## src/rtl/elevator_pkg.sv

```systemverilog
// Shared elevator constants, common to call_panel and elevator_controller.
package elevator_pkg;

  localparam int unsigned NUM_FLOORS      = 4;
  localparam int unsigned FLOOR_W         = 2;  // clog2(NUM_FLOORS)
  localparam int unsigned DEBOUNCE_CYCLES = 4;  // stable cycles before a debounced level moves
  localparam int unsigned CNT_W           = 3;  // 2**CNT_W > DEBOUNCE_CYCLES

endpackage

```

## src/rtl/call_panel_if.sv

```systemverilog
// Call-panel bus: raw buttons and controller status in, requests and lamps out.
// master = the side that owns the buttons and the controller (bench / system).
// slave  = the call_panel itself.
interface call_panel_if import elevator_pkg::*; #(
  parameter int unsigned NumFloors = NUM_FLOORS,
  parameter int unsigned FloorW    = FLOOR_W
);

  logic [NumFloors-1:0] btn;
  logic [FloorW-1:0]    floor;
  logic                 door;
  logic [NumFloors-1:0] req;
  logic [NumFloors-1:0] lamp;

  modport master (
    output btn,
    output floor,
    output door,
    input  req,
    input  lamp
  );

  modport slave (
    input  btn,
    input  floor,
    input  door,
    output req,
    output lamp
  );

endinterface

```

## src/rtl/btn_debounce.sv

```systemverilog
// One button: 2-flop synchroniser, stability counter and debounced level.
// rise_o is combinational from local flops and marks the cycle in which the
// debounced level is about to go 0->1. rst_ni is sampled synchronously.
module btn_debounce import elevator_pkg::*; #(
  parameter int unsigned DebounceCycles = DEBOUNCE_CYCLES,
  parameter int unsigned CntW           = CNT_W
) (
  input  logic clk_i,
  input  logic rst_ni,
  input  logic btn_i,
  output logic rise_o
);

  localparam logic [CntW-1:0] CntLast = CntW'(DebounceCycles - 1);

  logic            s1_q, s1_d;
  logic            s2_q, s2_d;
  logic            deb_q, deb_d;
  logic [CntW-1:0] cnt_q, cnt_d;

  // Next state: count consecutive disagreeing cycles, adopt s2 at terminal count.
  always_comb begin
    s1_d  = btn_i;
    s2_d  = s1_q;
    deb_d = deb_q;
    cnt_d = cnt_q;
    if (s2_q == deb_q) begin
      cnt_d = '0;
    end else if (cnt_q == CntLast) begin
      deb_d = s2_q;
      cnt_d = '0;
    end else begin
      cnt_d = cnt_q + CntW'(1);
    end
  end

  // Rise strobe: terminal count reached while the synchronised level is high.
  always_comb begin
    rise_o = (s2_q != deb_q) && (cnt_q == CntLast) && s2_q;
  end

  // State registers with synchronous active-low reset.
  always_ff @(posedge clk_i) begin
    if (!rst_ni) begin
      s1_q  <= 1'b0;
      s2_q  <= 1'b0;
      deb_q <= 1'b0;
      cnt_q <= '0;
    end else begin
      s1_q  <= s1_d;
      s2_q  <= s2_d;
      deb_q <= deb_d;
      cnt_q <= cnt_d;
    end
  end

endmodule

```

## src/rtl/call_panel.sv

```systemverilog
// Floor call panel: conditions raw buttons, latches accepted calls as lamps and
// signals new calls to the elevator controller on req.
// Build option CALL_PANEL_REQ_LEVEL_EN: req mirrors lamp (level) instead of a
// one-cycle pulse per accepted call.
module call_panel import elevator_pkg::*; #(
  parameter int unsigned NumFloors      = NUM_FLOORS,
  parameter int unsigned FloorW         = FLOOR_W,
  parameter int unsigned DebounceCycles = DEBOUNCE_CYCLES,
  parameter int unsigned CntW           = CNT_W
) (
  input logic         clk,
  input logic         reset,  // synchronous, active low
  call_panel_if.slave bus
);

  logic [NumFloors-1:0] rise;
  logic [NumFloors-1:0] clear;
  logic [NumFloors-1:0] accept;
  logic [NumFloors-1:0] lamp_q, lamp_d;
  logic [NumFloors-1:0] req_q, req_d;

  for (genvar g = 0; g < NumFloors; g++) begin : g_btn
    btn_debounce #(
      .DebounceCycles (DebounceCycles),
      .CntW           (CntW)
    ) u_btn_debounce (
      .clk_i  (clk),
      .rst_ni (reset),
      .btn_i  (bus.btn[g]),
      .rise_o (rise[g])
    );
  end

  // Accept/clear: a served floor (door open there) beats a new call on it.
  always_comb begin
    clear = '0;
    for (int unsigned i = 0; i < NumFloors; i++) begin
      clear[i] = bus.door && (bus.floor == FloorW'(i));
    end
    accept = rise & ~lamp_q & ~clear;
    lamp_d = (lamp_q | accept) & ~clear;
`ifdef CALL_PANEL_REQ_LEVEL_EN
    req_d  = lamp_d;
`else
    req_d  = accept;
`endif
  end

  // Output registers with synchronous active-low reset.
  always_ff @(posedge clk) begin
    if (!reset) begin
      lamp_q <= '0;
      req_q  <= '0;
    end else begin
      lamp_q <= lamp_d;
      req_q  <= req_d;
    end
  end

  assign bus.req  = req_q;
  assign bus.lamp = lamp_q;

endmodule

```

## src/flat_wrapper.sv

```systemverilog
// flat-port wrapper written by rule: the top's interface ports become plain ports
module call_panel_flat import elevator_pkg::*;
#(
  parameter int unsigned NumFloors      = NUM_FLOORS,
  parameter int unsigned FloorW         = FLOOR_W,
  parameter int unsigned DebounceCycles = DEBOUNCE_CYCLES,
  parameter int unsigned CntW           = CNT_W
)
  (clk, reset, bus_btn, bus_floor, bus_door, bus_req, bus_lamp);
  call_panel_if #(.NumFloors(NumFloors), .FloorW(FloorW)) bus_i ();
  input logic clk;
  input logic reset;
  input wire logic [$bits(bus_i.btn)-1:0] bus_btn;
  input wire logic [$bits(bus_i.floor)-1:0] bus_floor;
  input wire logic [$bits(bus_i.door)-1:0] bus_door;
  output wire logic [$bits(bus_i.req)-1:0] bus_req;
  output wire logic [$bits(bus_i.lamp)-1:0] bus_lamp;
  assign bus_i.btn = bus_btn;
  assign bus_i.floor = bus_floor;
  assign bus_i.door = bus_door;
  assign bus_req = bus_i.req;
  assign bus_lamp = bus_i.lamp;
  call_panel #(.NumFloors(NumFloors), .FloorW(FloorW), .DebounceCycles(DebounceCycles), .CntW(CntW)) u_core (.clk(clk), .reset(reset), .bus(bus_i));
endmodule
```

## config.mk

```make
export PLATFORM = sky130hd
export DESIGN_NAME = call_panel_flat
export DESIGN_NICKNAME = d
export VERILOG_FILES = /design/src/rtl/elevator_pkg.sv /design/src/rtl/call_panel_if.sv /design/src/rtl/btn_debounce.sv /design/src/rtl/call_panel.sv /design/src/flat_wrapper.sv
export SDC_FILE = /design/constraint.sdc
export NUM_CORES = 1
export LEC_CHECK = 0
export CAP_MARGIN = 10
export CELL_PAD_IN_SITES_DETAIL_PLACEMENT = 2
export CELL_PAD_IN_SITES_GLOBAL_PLACEMENT = 2
export CORE_MARGIN = 2
export CORE_UTILIZATION = 39
export CTS_BUF_LIST = sky130_fd_sc_hd__clkbuf_4 sky130_fd_sc_hd__clkbuf_8
export DETAILED_ROUTE_END_ITERATION = 8
export GPL_TIMING_DRIVEN = 1
export MAX_ROUTING_LAYER = met4
export PLACE_DENSITY = 0.92
export SLEW_MARGIN = 30
export SYNTH_ARGS = -nofsm -noshare
export SYNTH_HDL_FRONTEND = slang
export SYNTH_SLANG_ARGS = --single-unit
```

## constraint.sdc

```tcl
create_clock -name clk -period 3.5 [get_ports clk]
set_input_delay 1.05 -clock clk [delete_from_list [all_inputs] [get_ports clk]]
set_output_delay 1.05 -clock clk [all_outputs]
set_load 0.01 [all_outputs]
```

==> metrics.md <==
| Metric | Value |
|---|---|
| Yosys top cell by area | dfxtp_1 |
| Longest Clk Path Bufs | 2 |
| Clock latency on the worst-skew pair | 330 ps |
| PD cells | 492 nW/µm² |
| EDFF count, synth | 0 |
| Slew @ Worst Pin | 592 ps |
| Initial antenna violation count | 0 |
| Vias in the first global route | 959 |
| Critical path depth | 1 |
| Starting Density | 41.6% |
| CTS Sinks | 32 |
| Flops & latches, synth | 32 |
| H-Tree Level Count | 2 |
| Final setup skew | 6.82 ps |
| Drt wl/cell | 15.7 µm |
| Floorplan core area | 2780 µm² |
| P_leak | 0.552 nW |
| GR Util All Layers | 17.6% |
| I/O pins | 17 |
| CTS tree | done |
| Final period utilization | 66.3% |
| Maximum vdd drop | 0.356 mV |
| Main synth FF type | dfxtp_1 |
| Antenna viol nets, final | 0 |
| Post-Syn Area | 1160 µm² |
| CP Max Fanout | 3 |
| Final Cell Area | 1450 µm² |
| Placed cell count | 148 |
| Post-synth ARST share | 0% |
| Top-count cell post-synth | dfxtp_1 |
| RSZ-0062 raised after global routing | false |
| Fraction of layout cells with a size suffix above 1 | 12.0% |
| Iter 0 DRT Violations | 11 |
| Largest net degree at the start of global routing | 18 |
| TNS Setup | 0 ps |
| # rows | 19 |
| Arrival @ worst endpoint | 1270 ps |
| Crit path buf inv count | 1 |
| HP Class | register to register |
| Worst EP required | 2450 ps |
| Synth top cells by count | 32 x dfxtp_1, 8 x ha_1, 8 x inv_1, 8 x nor3_1, 6 x and2_1 |
| CP cell instances | clkdlybuf4s50_1 |
| Cell variety after synth | 21 |
| Drt total wl | 2.45 mm |
| Fillers | 293 |
| CTS clk-pin slew, worst paths | 100 ps |
| First-pass GRT wire length | 4.20 mm |
| Status | complete, no violations |
| Total grt overflow | 0 |
| Slowest Stage Delay on Critical Path | 560 ps |
| Final setup fails | 0 |
| Fin. Hold Viols | 0 |
| Setup CP Type | register to output pin |
| Clk root buf | clkbuf_4 |
| Share of the synthesized area in the top cell type | 55.4% |
| Area growth, synth to finish | 25.0% |
| Die Ht | 58.4 µm |
| Die width | 58.4 µm |
| Crit-path leading delay family | buffers and inverters |
| Synth top area cells | dfxtp_1 55%, ha_1 8.7%, mux2i_1 3.5%, nor3_1 3.5%, and2_1 3.2% |
| Port buffer count | 16 |
| Sequential share of the synthesized area | 55.4% |
| Die footprint | 3420 µm² |
| Routed vias/inst | 5.09 |
| Cell Area, Placed | 1350 µm² |
| # DRC | 0 |
| Syn Nets | 119 |
| CTS resizes | 0 |
| Setup crit end kind | output pin |
| R2R cell count | 4 |
| Startpoint types | register |
| Max Cap Viol | 0 |
| Warnings from Yosys | 0 |
| Worst slew margin | 60.4% |
| Vias post-DR | 794 |
| Syn Inst Count | 102 |
| Nets@finish | 141 |
| Drt first pass iters | 3 |
| N_diodes | 0 |
| Hold path cells | 1 |
| Number of hold buffers added after CTS | 0 |
| Routability congestion estimate | 0.640 |
| Syn Area/Cell | 11.3 µm² |
| Total CTS buffers | 5 |
| Slowest cell on crit path | clkdlybuf4s50_1 |
| Non-filler cells, final | 156 |
| Fin. max-slew vios | 0 |
| Detailed placement HPWL | 1.84 mm |
| Max Freq | 431 MHz |
| Setup Fix Bufs, Post-CTS | 0 |
| Minimum clock period | 2320 ps |
per-layer routing:
layer  global-route usage (%)  vias to the layer above  part of all wire (%)
met5                        -                        -                     0
met1                     18.2                      378                    42
met2                     30.5                       17                    53
met4                     8.97                        0                   1.5
met3                     4.62                        4                   3.8
li1                         -                      395                     -
flip-flops by register name (all words and copies together), names as in the netlist:
register	count
u_core.g_btn.u_btn_debounce.cnt_q	12
u_core.bus.lamp	4
u_core.bus.req	4
u_core.g_btn.u_btn_debounce.deb_q	4
u_core.g_btn.u_btn_debounce.s1_q	4
u_core.g_btn.u_btn_debounce.s2_q	4
report_power, final:
part           internal (W)  switching (W)   total, W
Sequential         0.000370     0.00000303   0.000373
Combinational     0.0000140      0.0000139  0.0000279
Clock              0.000190       0.000122   0.000311
Total              0.000573       0.000138   0.000712
per-stage QoR:
step                      hold WS (ps)  worst slack, ps  util (%)  total power (W)
after CTS                          451             1150      52.0         0.000723
after floorplan                    408             1980         -         0.000393
final                              439             1180      52.0         0.000712
after global routing               469             1090      52.0         0.000745
after global placement             415             1080      48.5         0.000406
after detailed placement           434              978      48.5         0.000409
logic make-up (layout without fill, tap and decap cells):
kind of cell             Yosys count  count (layout)  share of synthesized area, %
AO/OA/AOI/OAI                      6               6                          5.19
flip-flops                        32              32                          55.4
XOR/XNOR                           4               4                          3.03
multiplexers                       4               4                          3.46
adder cells (fa/ha/maj)            8               8                          8.66
buffers and inverters             10              33                          3.35
AND/OR/NAND/NOR                   38              38                          20.9
final timing paths:
path                                                  end  slack, ps                                    start
setup / recovery                              bus_lamp[1]       1180                       u_core.bus.lamp[1]
hold / removal    u_core.g_btn[3].u_btn_debounce.cnt_q[0]        440  u_core.g_btn[3].u_btn_debounce.cnt_q[0]
hold reg to reg   u_core.g_btn[3].u_btn_debounce.cnt_q[0]        440  u_core.g_btn[3].u_btn_debounce.cnt_q[0]
setup reg to reg  u_core.g_btn[0].u_btn_debounce.cnt_q[1]       2120  u_core.g_btn[0].u_btn_debounce.cnt_q[0]
final cells by class:
cell class | instances | area [µm²] | share of cell area, %
Inverter | 9 | 33.8 | 2.34
Clock buffer | 7 | 65.1 | 4.50
Clock inverter | 1 | 30.0 | 2.08
Tap cell | 31 | 38.8 | 2.68
Multi-Input combinational cell | 60 | 477 | 33.0
Timing Repair Buffer | 16 | 160 | 11.1
Sequential cell | 32 | 641 | 44.3
layout by cell type, fill, tap and decap left out:
master,n
a211oi_1,2
and2_1,6
clkbuf_4,5
o2111a_1,2
clkdlybuf4s50_1,16
nor3b_1,5
nand2_1,2
and2_2,2
bufinv_16,1
inv_1,8
inv_2,1
nand3b_1,2
o221a_2,2
dfxtp_1,32
clkbuf_8,2
nand2b_1,4
ha_1,8
xnor2_1,4
nor2_1,4
and3b_1,2
nor3_1,8
and3_1,1
mux2i_1,4
nor4_2,2
Power figures use the tool's default switching activity.
